$ cat config.mk
export PLATFORM = sky130hd
export DESIGN_NAME = sync_fifo_pkt
export DESIGN_NICKNAME = d
export VERILOG_FILES = /design/src/rtl/sync_fifo_pkg.sv /design/src/rtl/sync_fifo_ram.sv /design/src/rtl/sync_fifo_pkt.sv
export SDC_FILE = /design/constraint.sdc
export NUM_CORES = 1
export LEC_CHECK = 0
export CAP_MARGIN = 5
export CORE_ASPECT_RATIO = 0.5
export CORE_MARGIN = 2
export CORE_UTILIZATION = 48
export CTS_BUF_LIST = sky130_fd_sc_hd__clkbuf_16
export CTS_CLUSTER_DIAMETER = 40
export DETAILED_ROUTE_END_ITERATION = 12
export HOLD_SLACK_MARGIN = 0.08
export PLACE_DENSITY = 0.71
export SYNTH_ARGS = -nofsm -noshare
export SYNTH_HDL_FRONTEND = slang
export SYNTH_SLANG_ARGS = --single-unit
$ cat constraint.sdc
create_clock -name clk -period 8.5 [get_ports clk]
set_input_delay 0.85 -clock clk [delete_from_list [all_inputs] [get_ports clk]]
set_output_delay 0.85 -clock clk [all_outputs]
set_load 0.01 [all_outputs]
$ cat src/rtl/sync_fifo_pkg.sv
// Shared sizing helpers and defaults for the packet FIFO.
// A memory word is laid out as {last, data}, with last in the MSB.
package sync_fifo_pkg;
  localparam int DEF_DATA_WIDTH   = 64;
  localparam int DEF_ADDR_WIDTH   = 3;
  localparam int DEF_FIFO_DEPTH   = 1 << DEF_ADDR_WIDTH;
  localparam int DEF_AFULL_LEVEL  = DEF_FIFO_DEPTH - 2;
  localparam int DEF_AEMPTY_LEVEL = 1;

  function automatic int ptr_w(input int aw);
    return aw + 1;
  endfunction

  function automatic int mem_w(input int dw);
    return dw + 1;
  endfunction
endpackage

$ cat src/rtl/sync_fifo_ram.sv
// Simple dual-port register array: synchronous write, combinational read.
module sync_fifo_ram #(
  parameter int WIDTH = 65,
  parameter int AW    = 3
) (
  input  logic             clk,
  input  logic             i_we,
  input  logic [AW-1:0]    i_waddr,
  input  logic [WIDTH-1:0] i_wdata,
  input  logic [AW-1:0]    i_raddr,
  output logic [WIDTH-1:0] o_rdata
);
  logic [WIDTH-1:0] r_mem [0:(1<<AW)-1];

  always_ff @(posedge clk)
    if (i_we) r_mem[i_waddr] <= i_wdata;

  assign o_rdata = r_mem[i_raddr];
endmodule

$ cat src/rtl/sync_fifo_pkt.sv
// Packet-aware single-clock FIFO with frame commit/drop and status flags.
// Define SYNC_FIFO_PKT_FWFT_EN for first-word-fall-through reads.
module sync_fifo_pkt
  import sync_fifo_pkg::*;
#(
  parameter int DATA_WIDTH   = DEF_DATA_WIDTH,
  parameter int ADDR_WIDTH   = DEF_ADDR_WIDTH,
  parameter int FIFO_DEPTH   = 1 << ADDR_WIDTH,
  parameter int AFULL_LEVEL  = FIFO_DEPTH - 2,
  parameter int AEMPTY_LEVEL = DEF_AEMPTY_LEVEL
) (
  input  logic                  clk,
  input  logic                  rst,
  input  logic                  wr_en,
  input  logic [DATA_WIDTH-1:0] wr_data,
  input  logic                  wr_last,
  input  logic                  wr_drop,
  output logic                  full,
  output logic                  almost_full,
  input  logic                  rd_en,
  output logic [DATA_WIDTH-1:0] rd_data,
  output logic                  rd_last,
  output logic                  rd_valid,
  output logic                  empty,
  output logic                  almost_empty,
  output logic [ADDR_WIDTH:0]   level,
  output logic                  pkt_avail,
  output logic                  overflow,
  output logic                  underflow
);
  localparam int PW = ptr_w(ADDR_WIDTH);
  localparam int MW = mem_w(DATA_WIDTH);
  localparam logic [PW-1:0] DEPTH_P  = PW'(FIFO_DEPTH);
  localparam logic [PW-1:0] AFULL_P  = PW'(AFULL_LEVEL);
  localparam logic [PW-1:0] AEMPTY_P = PW'(AEMPTY_LEVEL);

  logic [PW-1:0]         r_wr_ptr_tmp, r_wr_ptr_cmt, r_rd_ptr, r_pkt_cnt;
  logic                  r_err, r_ovf, r_udf, r_rd_valid, r_rd_last;
  logic [DATA_WIDTH-1:0] r_rd_data;
  logic [PW-1:0]         w_used, w_stored, w_level;
  logic [MW-1:0]         w_rd_word;
  logic                  w_full, w_empty, w_wr_acc, w_commit;
  logic                  w_load, w_pop, w_pop_last, w_udf_ev, w_rd_valid_nxt;

  assign w_used   = r_wr_ptr_tmp - r_rd_ptr;
  assign w_stored = r_wr_ptr_cmt - r_rd_ptr;
  assign w_full   = (w_used == DEPTH_P);
  assign w_wr_acc = wr_en && !w_full && !wr_drop;
  assign w_commit = w_wr_acc && wr_last && !r_err;

`ifdef SYNC_FIFO_PKT_FWFT_EN
  // Output register holds the head word; RAM refills it whenever it empties or pops.
  assign w_level        = w_stored + PW'(r_rd_valid);
  assign w_empty        = !r_rd_valid;
  assign w_pop          = rd_en && r_rd_valid;
  assign w_load         = (w_stored != '0) && (!r_rd_valid || rd_en);
  assign w_pop_last     = w_pop && r_rd_last;
  assign w_udf_ev       = rd_en && !r_rd_valid;
  assign w_rd_valid_nxt = w_load || (r_rd_valid && !w_pop);
`else
  assign w_level        = w_stored;
  assign w_empty        = (w_stored == '0);
  assign w_pop          = rd_en && !w_empty;
  assign w_load         = w_pop;
  assign w_pop_last     = w_pop && w_rd_word[MW-1];
  assign w_udf_ev       = rd_en && w_empty;
  assign w_rd_valid_nxt = w_load;
`endif

  sync_fifo_ram #(.WIDTH(MW), .AW(ADDR_WIDTH)) u_ram (
    .clk     (clk),
    .i_we    (w_wr_acc),
    .i_waddr (r_wr_ptr_tmp[ADDR_WIDTH-1:0]),
    .i_wdata ({wr_last, wr_data}),
    .i_raddr (r_rd_ptr[ADDR_WIDTH-1:0]),
    .o_rdata (w_rd_word)
  );

  // An errored frame (word lost while full) is rewound at its last word, never committed.
  always_ff @(posedge clk or posedge rst) begin
    if (rst) begin
      r_wr_ptr_tmp <= '0;
      r_wr_ptr_cmt <= '0;
      r_err        <= 1'b0;
      r_ovf        <= 1'b0;
    end else if (wr_drop) begin
      r_wr_ptr_tmp <= r_wr_ptr_cmt;
      r_err        <= 1'b0;
    end else if (wr_en) begin
      if (w_full) r_ovf <= 1'b1;
      if (wr_last && (r_err || w_full)) begin
        r_wr_ptr_tmp <= r_wr_ptr_cmt;
        r_err        <= 1'b0;
      end else if (w_full) begin
        r_err <= 1'b1;
      end else begin
        r_wr_ptr_tmp <= r_wr_ptr_tmp + 1'b1;
        if (wr_last) r_wr_ptr_cmt <= r_wr_ptr_tmp + 1'b1;
      end
    end
  end

  always_ff @(posedge clk or posedge rst) begin
    if (rst) begin
      r_rd_ptr   <= '0;
      r_rd_data  <= '0;
      r_rd_last  <= 1'b0;
      r_rd_valid <= 1'b0;
      r_udf      <= 1'b0;
      r_pkt_cnt  <= '0;
    end else begin
      if (w_load) begin
        r_rd_data <= w_rd_word[DATA_WIDTH-1:0];
        r_rd_last <= w_rd_word[MW-1];
        r_rd_ptr  <= r_rd_ptr + 1'b1;
      end
      r_rd_valid <= w_rd_valid_nxt;
      if (w_udf_ev) r_udf <= 1'b1;
      case ({w_commit, w_pop_last})
        2'b10:   r_pkt_cnt <= r_pkt_cnt + 1'b1;
        2'b01:   r_pkt_cnt <= r_pkt_cnt - 1'b1;
        default: r_pkt_cnt <= r_pkt_cnt;
      endcase
    end
  end

  assign full         = w_full;
  assign almost_full  = (w_used >= AFULL_P);
  assign empty        = w_empty;
  assign almost_empty = (w_level <= AEMPTY_P);
  assign level        = w_level;
  assign pkt_avail    = (r_pkt_cnt != '0);
  assign overflow     = r_ovf;
  assign underflow    = r_udf;
  assign rd_data      = r_rd_data;
  assign rd_last      = r_rd_last;
  assign rd_valid     = r_rd_valid;
endmodule

==> results.toml, run 1 <==
[yosys]
ys_ff_latch = 605
synthArstFlopShare = 0.140
synth_top_flop_cell = "edfxtp_1"
yosys-top-cells-area = "edfxtp_1 68%, mux4_2 13%, dfrtp_1 9.3%"
synth_area_um2 = 23000
synth_edf_count = 520
ys_types = 42
synth.top_cell.area_share = 0.680
yosysSeqAreaShare = 0.772
postSynthAreaPerCell_um2 = 19.4
syn_inst = 1186
syn_nets = 1270
yosys_warnings = 0
synth_top_area_cell = "edfxtp_1"

[clocking]
clk_pin_slew_ns = 0.07
clockBufferDepth = 3
cts.repair.resized = 0
cts_tree = "yes"
clkLatencyLatePin_ns = 0.60
cts_sinks = 605
htreeDepth = 2
ctsHoldBuffers = 0
post-cts-setup-buffer-count = 0
numCtsBuffers = 53
clockRootBuffer = "clkbuf_16"

[die]
fp.dieH_um = 159
dieArea_um2 = 49700
initial_core_util = 0.488
ios = 147
core_area_um2 = 47100
die_w_um = 313
rows = 56

[setup_path]
worst-setup-path-type = "reg -> out"
cp_max_fo = 65
crit_path_end_kind = "output pin"
reg2reg_slack_ns = 3.84
cp.required_ns = 7.65
r2r_end = "r_rd_ptr[3]"
cp_data_arrival_time_ns = 4.02
worstReg2RegStart = "r_rd_ptr[1]"
critPathLaunchType = "flop"
reg2regPathDepth = 10

[pwr]
leakage_uw = 0.00893
power_density_nw_per_um2 = 337
peakVddDrop_v = 0.000218

[sta]
final_hold_viol_count = 0
rsz0062_at_grt = "no"
min_period_ns = 4.87
tightest_slew_ns = 1.20
maxSlewViolCount = 0
fin_skew_ns = 0.0267
timing.fmax_mhz = 205
tns_ns = 0
fin_crit_sh = 0.573
slew-limit-headroom = 0.202
setup_violations = 0

[min_path]
worstHoldStart = "underflow"
hold_end = "underflow"
hp-class = "reg -> reg"
min_path_cells = 1

[cells_and_area]
nNetsFinal = 1424
final_area_um2 = 26900
layout-drive-gt1-share = 0.171
syn_to_final_growth_pct = 17.0

[global_routing]
grt_pass1_vias = 11900
track_usage = 0.190
grt-ovfl-total = 0
grt_pass1_wl_um = 72000
grt_start_max_net_pins = 86
antenna_found_initial = 2

[run_status]
status = "complete, no violations"

[route]
drtIter0Drc = 961
wire_per_inst_um = 23.0
drtPass1Iterations = 5
ant_nets = 0
num_vias = 11300
drc_errors = 0
vias_per_cell = 5.60
routed_wirelength_um = 46500

[placed_design]
place.gp.congestion = 0.705
hpwlAfterDp_um = 24400
port_buffers = 146
dpl_cell_area_um2 = 25200

[flow_run]
cap_violations = 0
==> how the worst max path moves through the flow <==
| stage | startpoint | to | slack [ns] |
|---|---|---|---|
| 2_1_floorplan | r_rd_ptr[1] | u_ram.r_mem[0][0] | 0.86 |
| 3_3_place_gp | r_rd_ptr[1] | r_rd_ptr[3] | 3.83 |
| 3_5_place_dp | r_rd_ptr[1] | r_rd_ptr[3] | 3.80 |
| 4_1_cts | r_rd_ptr[1] | empty | 3.54 |
| 5_1_grt | r_rd_ptr[1] | empty | 3.28 |
| 6_report | r_rd_ptr[1] | empty | 3.63 |
==> sequential cells by signal, indices dropped and copies added, names as in the netlist <==
name / flops
r_err: 1
r_rd_ptr: 4
rd_last: 1
rd_data: 64
underflow: 1
u_ram.r_mem: 520
rd_valid: 1
r_wr_ptr_tmp: 4
r_pkt_cnt: 4
r_wr_ptr_cmt: 4
overflow: 1
==> stage by stage <==
step / instances / worst slack [ns] / power, uW / hold WS, ns / utilization
6_report: 2023 / 3.63 / 9080 / 0.453 / 0.571
5_1_grt: 2023 / 3.28 / 9550 / 0.480 / 0.571
4_1_cts: 2021 / 3.54 / 9190 / 0.459 / 0.571
3_5_place_dp: 1923 / 3.80 / 6830 / 0.444 / 0.535
3_3_place_gp: 1923 / 3.83 / 6760 / 0.446 / 0.535
2_1_floorplan: 1186 / 0.864 / 5760 / 0.433 / -
==> area by class of cell <==
type,instances,area (um^2)
well taps,638,798
clock inverters,44,363
fillers,3480,20200
multi-input cells,500,4970
diodes,2,5.00
inverters,17,68.8
flip-flops and latches,605,17800
repair buffers,163,1590
clock buffers,54,1350
==> cells in the mapped netlist, types with 5 or more instances <==
master / number
nor2_1: 82
edfxtp_1: 520
mux2i_1: 5
a21oi_1: 5
dfrtp_1: 85
xnor2_1: 5
nand2_1: 141
a31oi_1: 65
ha_1: 11
clkbuf_1: 36
buf_2: 28
mux4_2: 130
inv_1: 16
xor2_1: 9
==> power by group <==
| group | switching, uW | internal (uW) |
|---|---|---|
| clock network | 1050 | 1310 |
| registers | 342 | 3670 |
| logic | 1370 | 1340 |
| total | 2760 | 6320 |
==> routing by layer <==
layer / share of wire / global-route usage / wire (um)
met2: 0.52 / 0.324 / 24200
met5: 0 / 0 / 0
met1: 0.41 / 0.258 / 19200
met3: 0.049 / 0.0270 / 2250
met4: 0.018 / 0.0494 / 840
==> cells in the final DEF (no fill, tap or decap), types with 4 or more instances in the layout <==
| cell | count |
|---|---|
| dfrtp_1 | 82 |
| a31oi_1 | 65 |
| a21oi_1 | 5 |
| clkdlybuf4s50_1 | 146 |
| buf_4 | 17 |
| nor2_1 | 76 |
| mux4_2 | 130 |
| edfxtp_1 | 520 |
| nand2_1 | 141 |
| clkinv_1 | 15 |
| clkinv_2 | 5 |
| nor2_4 | 6 |
| xor2_1 | 9 |
| clkbuf_16 | 54 |
| o21ai_0 | 4 |
| ha_1 | 11 |
| inv_1 | 26 |
| nand2b_1 | 4 |
| mux2i_1 | 5 |
| xnor2_1 | 5 |
| bufinv_16 | 5 |
==> logic make-up (layout without fill, tap and decap cells) <==
group | after synthesis | after routing | share of synthesized area
adders and majority gates | 14 | 14 | 0.00860
and+or+nand+nor | 246 | 246 | 0.0435
xor gates and xnor gates | 14 | 14 | 0.00534
muxes | 136 | 136 | 0.130
DFF | 605 | 605 | 0.772
AOI/OAI and AO/OA | 90 | 90 | 0.0254
other | 0 | 2 | 0
buffers and inverters | 81 | 278 | 0.0149
==> critical path: stages, from the launching register on <==
cell and delay [ns]:
dfrtp_4 1.06, inv_1 0.34, ha_1 0.36, nor2b_1 0.13
o21a_1 0.17, o21ai_1 0.25, nand2_1 0.17, nor4_1 0.34
clkdlybuf4s50_1 0.61
(Power assumes the default switching activity.)
==> run 2, diff against run 1 <==
- PLACE_DENSITY: 0.71 -> 0.73
- clock period: 8.5 -> 4.3 ns (I/O delays scaled with it)
==> results.toml, run 2 (synthesis gave the netlist of run 1 again) <==
[placed_design]
port_buffers = 146
place.gp.congestion = 0.808
dpl_cell_area_um2 = 25400
hpwlAfterDp_um = 25800

[clocking]
clk_pin_slew_ns = 0.07
numCtsBuffers = 55
clkLatencyLatePin_ns = 0.60
ctsHoldBuffers = 0
cts_sinks = 605
htreeDepth = 2
clockBufferDepth = 3
cts_tree = "yes"
post-cts-setup-buffer-count = 0
clockRootBuffer = "clkbuf_16"
cts.repair.resized = 0

[setup_path]
crit_chain = "inv_1, ha_1, inv_1, fa_1, xor2_1, nor2_1, o21ai_4, inv_4, nor4b_4, inv_1, ha_1, ha_1, a21o_1, a21oi_1, xnor2_1, nor2_1, xor2_1"
worst-setup-path-type = "reg -> reg"
critPathLaunchType = "flop"
cp_max_fo = 10
crit_path_end_kind = "flop"
worst-path-buf-inv = 4
cp.required_ns = 4.76
slowest_delay_ns = 0.52
cp_data_arrival_time_ns = 4.34
cpMaxStageDelayCell = "dfrtp_1"
critPathTopFamily = "adder cells"

[die]
core_area_um2 = 47100
die_w_um = 313
fp.dieH_um = 159
dieArea_um2 = 49700
ios = 147
initial_core_util = 0.488
rows = 56

[cells_and_area]
largest-register = "u_ram.r_mem"
fill_cells = 3387
nNetsFinal = 1437
final_cell_mix = "520 x edfxtp_1, 146 x clkdlybuf4s50_1, 141 x nand2_1"
syn_to_final_growth_pct = 18.3
layout-drive-gt1-share = 0.187
final_area_um2 = 27200
final_common_cell = "edfxtp_1"
multi_input_area_um2 = 4990
ff_latch_area_um2 = 17800
largest_reg_flops = 520
fin_util = 0.577

[global_routing]
grt_pass1_wl_um = 72000
antenna_found_initial = 4
grt_pass1_vias = 12100
track_usage = 0.190
grt_start_max_net_pins = 76
grt-ovfl-total = 0

[route]
vias_per_cell = 5.66
drtPass1Iterations = 5
drc_errors = 0
routed_wirelength_um = 46900
wire_per_inst_um = 23.0
drtIter0Drc = 1330
num_vias = 11600
ant_nets = 0

[pwr]
leakage_uw = 0.00907
power_density_nw_per_um2 = 672
peakVddDrop_v = 0.000455

[run_status]
status = "complete, no violations"

[sta]
min_period_ns = 3.88
tightest_slew_ns = 1.10
whs_ns = 0.416
maxSlewViolCount = 0
fin_crit_sh = 0.902
fin_skew_ns = 0.0220
setup_violations = 0
slew-limit-headroom = 0.263
final_hold_viol_count = 0
timing.fmax_mhz = 258
rsz0062_at_grt = "no"

[flow_run]
cap_violations = 0

[min_path]
hp-class = "in -> async"
[run 2: report_power, final]
| part | switching, uW | internal (uW) |
|---|---|---|
| combinational | 3010 | 2690 |
| clock | 2140 | 2760 |
| sequential | 426 | 7240 |
| total | 5580 | 12700 |
[run 2: final cells by class]
| type | count | share of cell area |
|---|---|---|
| clock buffers | 56 | 0.0515 |
| inverters | 17 | 0.00253 |
| clock inverters | 47 | 0.0158 |
| flip-flops and latches | 605 | 0.653 |
| multi-input cells | 500 | 0.183 |
| repair buffers | 174 | 0.0642 |
| diodes | 3 | 0.000276 |
| well taps | 638 | 0.0294 |
[run 2: per-layer routing]
metal,vias up,GRT usage,part of all wire
met5,-,0,0
met4,0,0.0502,0.018
met3,67,0.0294,0.052
met2,335,0.334,0.53
met1,6131,0.248,0.40
li1,5018,-,-
[run 2: worst paths after layout]
kind | cells after the start | end | slack, ns | startpoint
setup / recovery | 17 | r_pkt_cnt[3] | 0.42 | r_wr_ptr_tmp[0]
hold reg to reg | 1 | underflow | 0.47 | underflow
setup reg to reg | 17 | r_pkt_cnt[3] | 0.42 | r_wr_ptr_tmp[0]
max in group asynchronous | 3 | rd_data[3] | 3.04 | rst
min in group clk | 1 | underflow | 0.47 | underflow
hold / removal | 2 | rd_data[34] | 0.42 | rst
[run 2: worst register-to-register path: stages, from the launching register on]
cell     delay [ns]
dfrtp_1        0.52
inv_1          0.14
ha_1           0.17
inv_1          0.06
fa_1           0.37
xor2_1         0.26
nor2_1         0.13
o21ai_4        0.14
inv_4          0.09
nor4b_4        0.51
inv_1          0.11
ha_1           0.25
ha_1           0.29
a21o_1         0.19
a21oi_1        0.18
xnor2_1        0.15
nor2_1         0.07
xor2_1         0.14
[run 2: metrics by stage]
step	setup slack [ns]	TNS (ns)	cells	power, uW
6_report	0.423	0	2040	18300
3_3_place_gp	0.626	0	1934	13400
3_5_place_dp	0.447	0	1934	13600
5_1_grt	0.194	0	2040	19100
4_1_cts	0.435	0	2037	18400
2_1_floorplan	-0.0887	-11.53	1186	11400
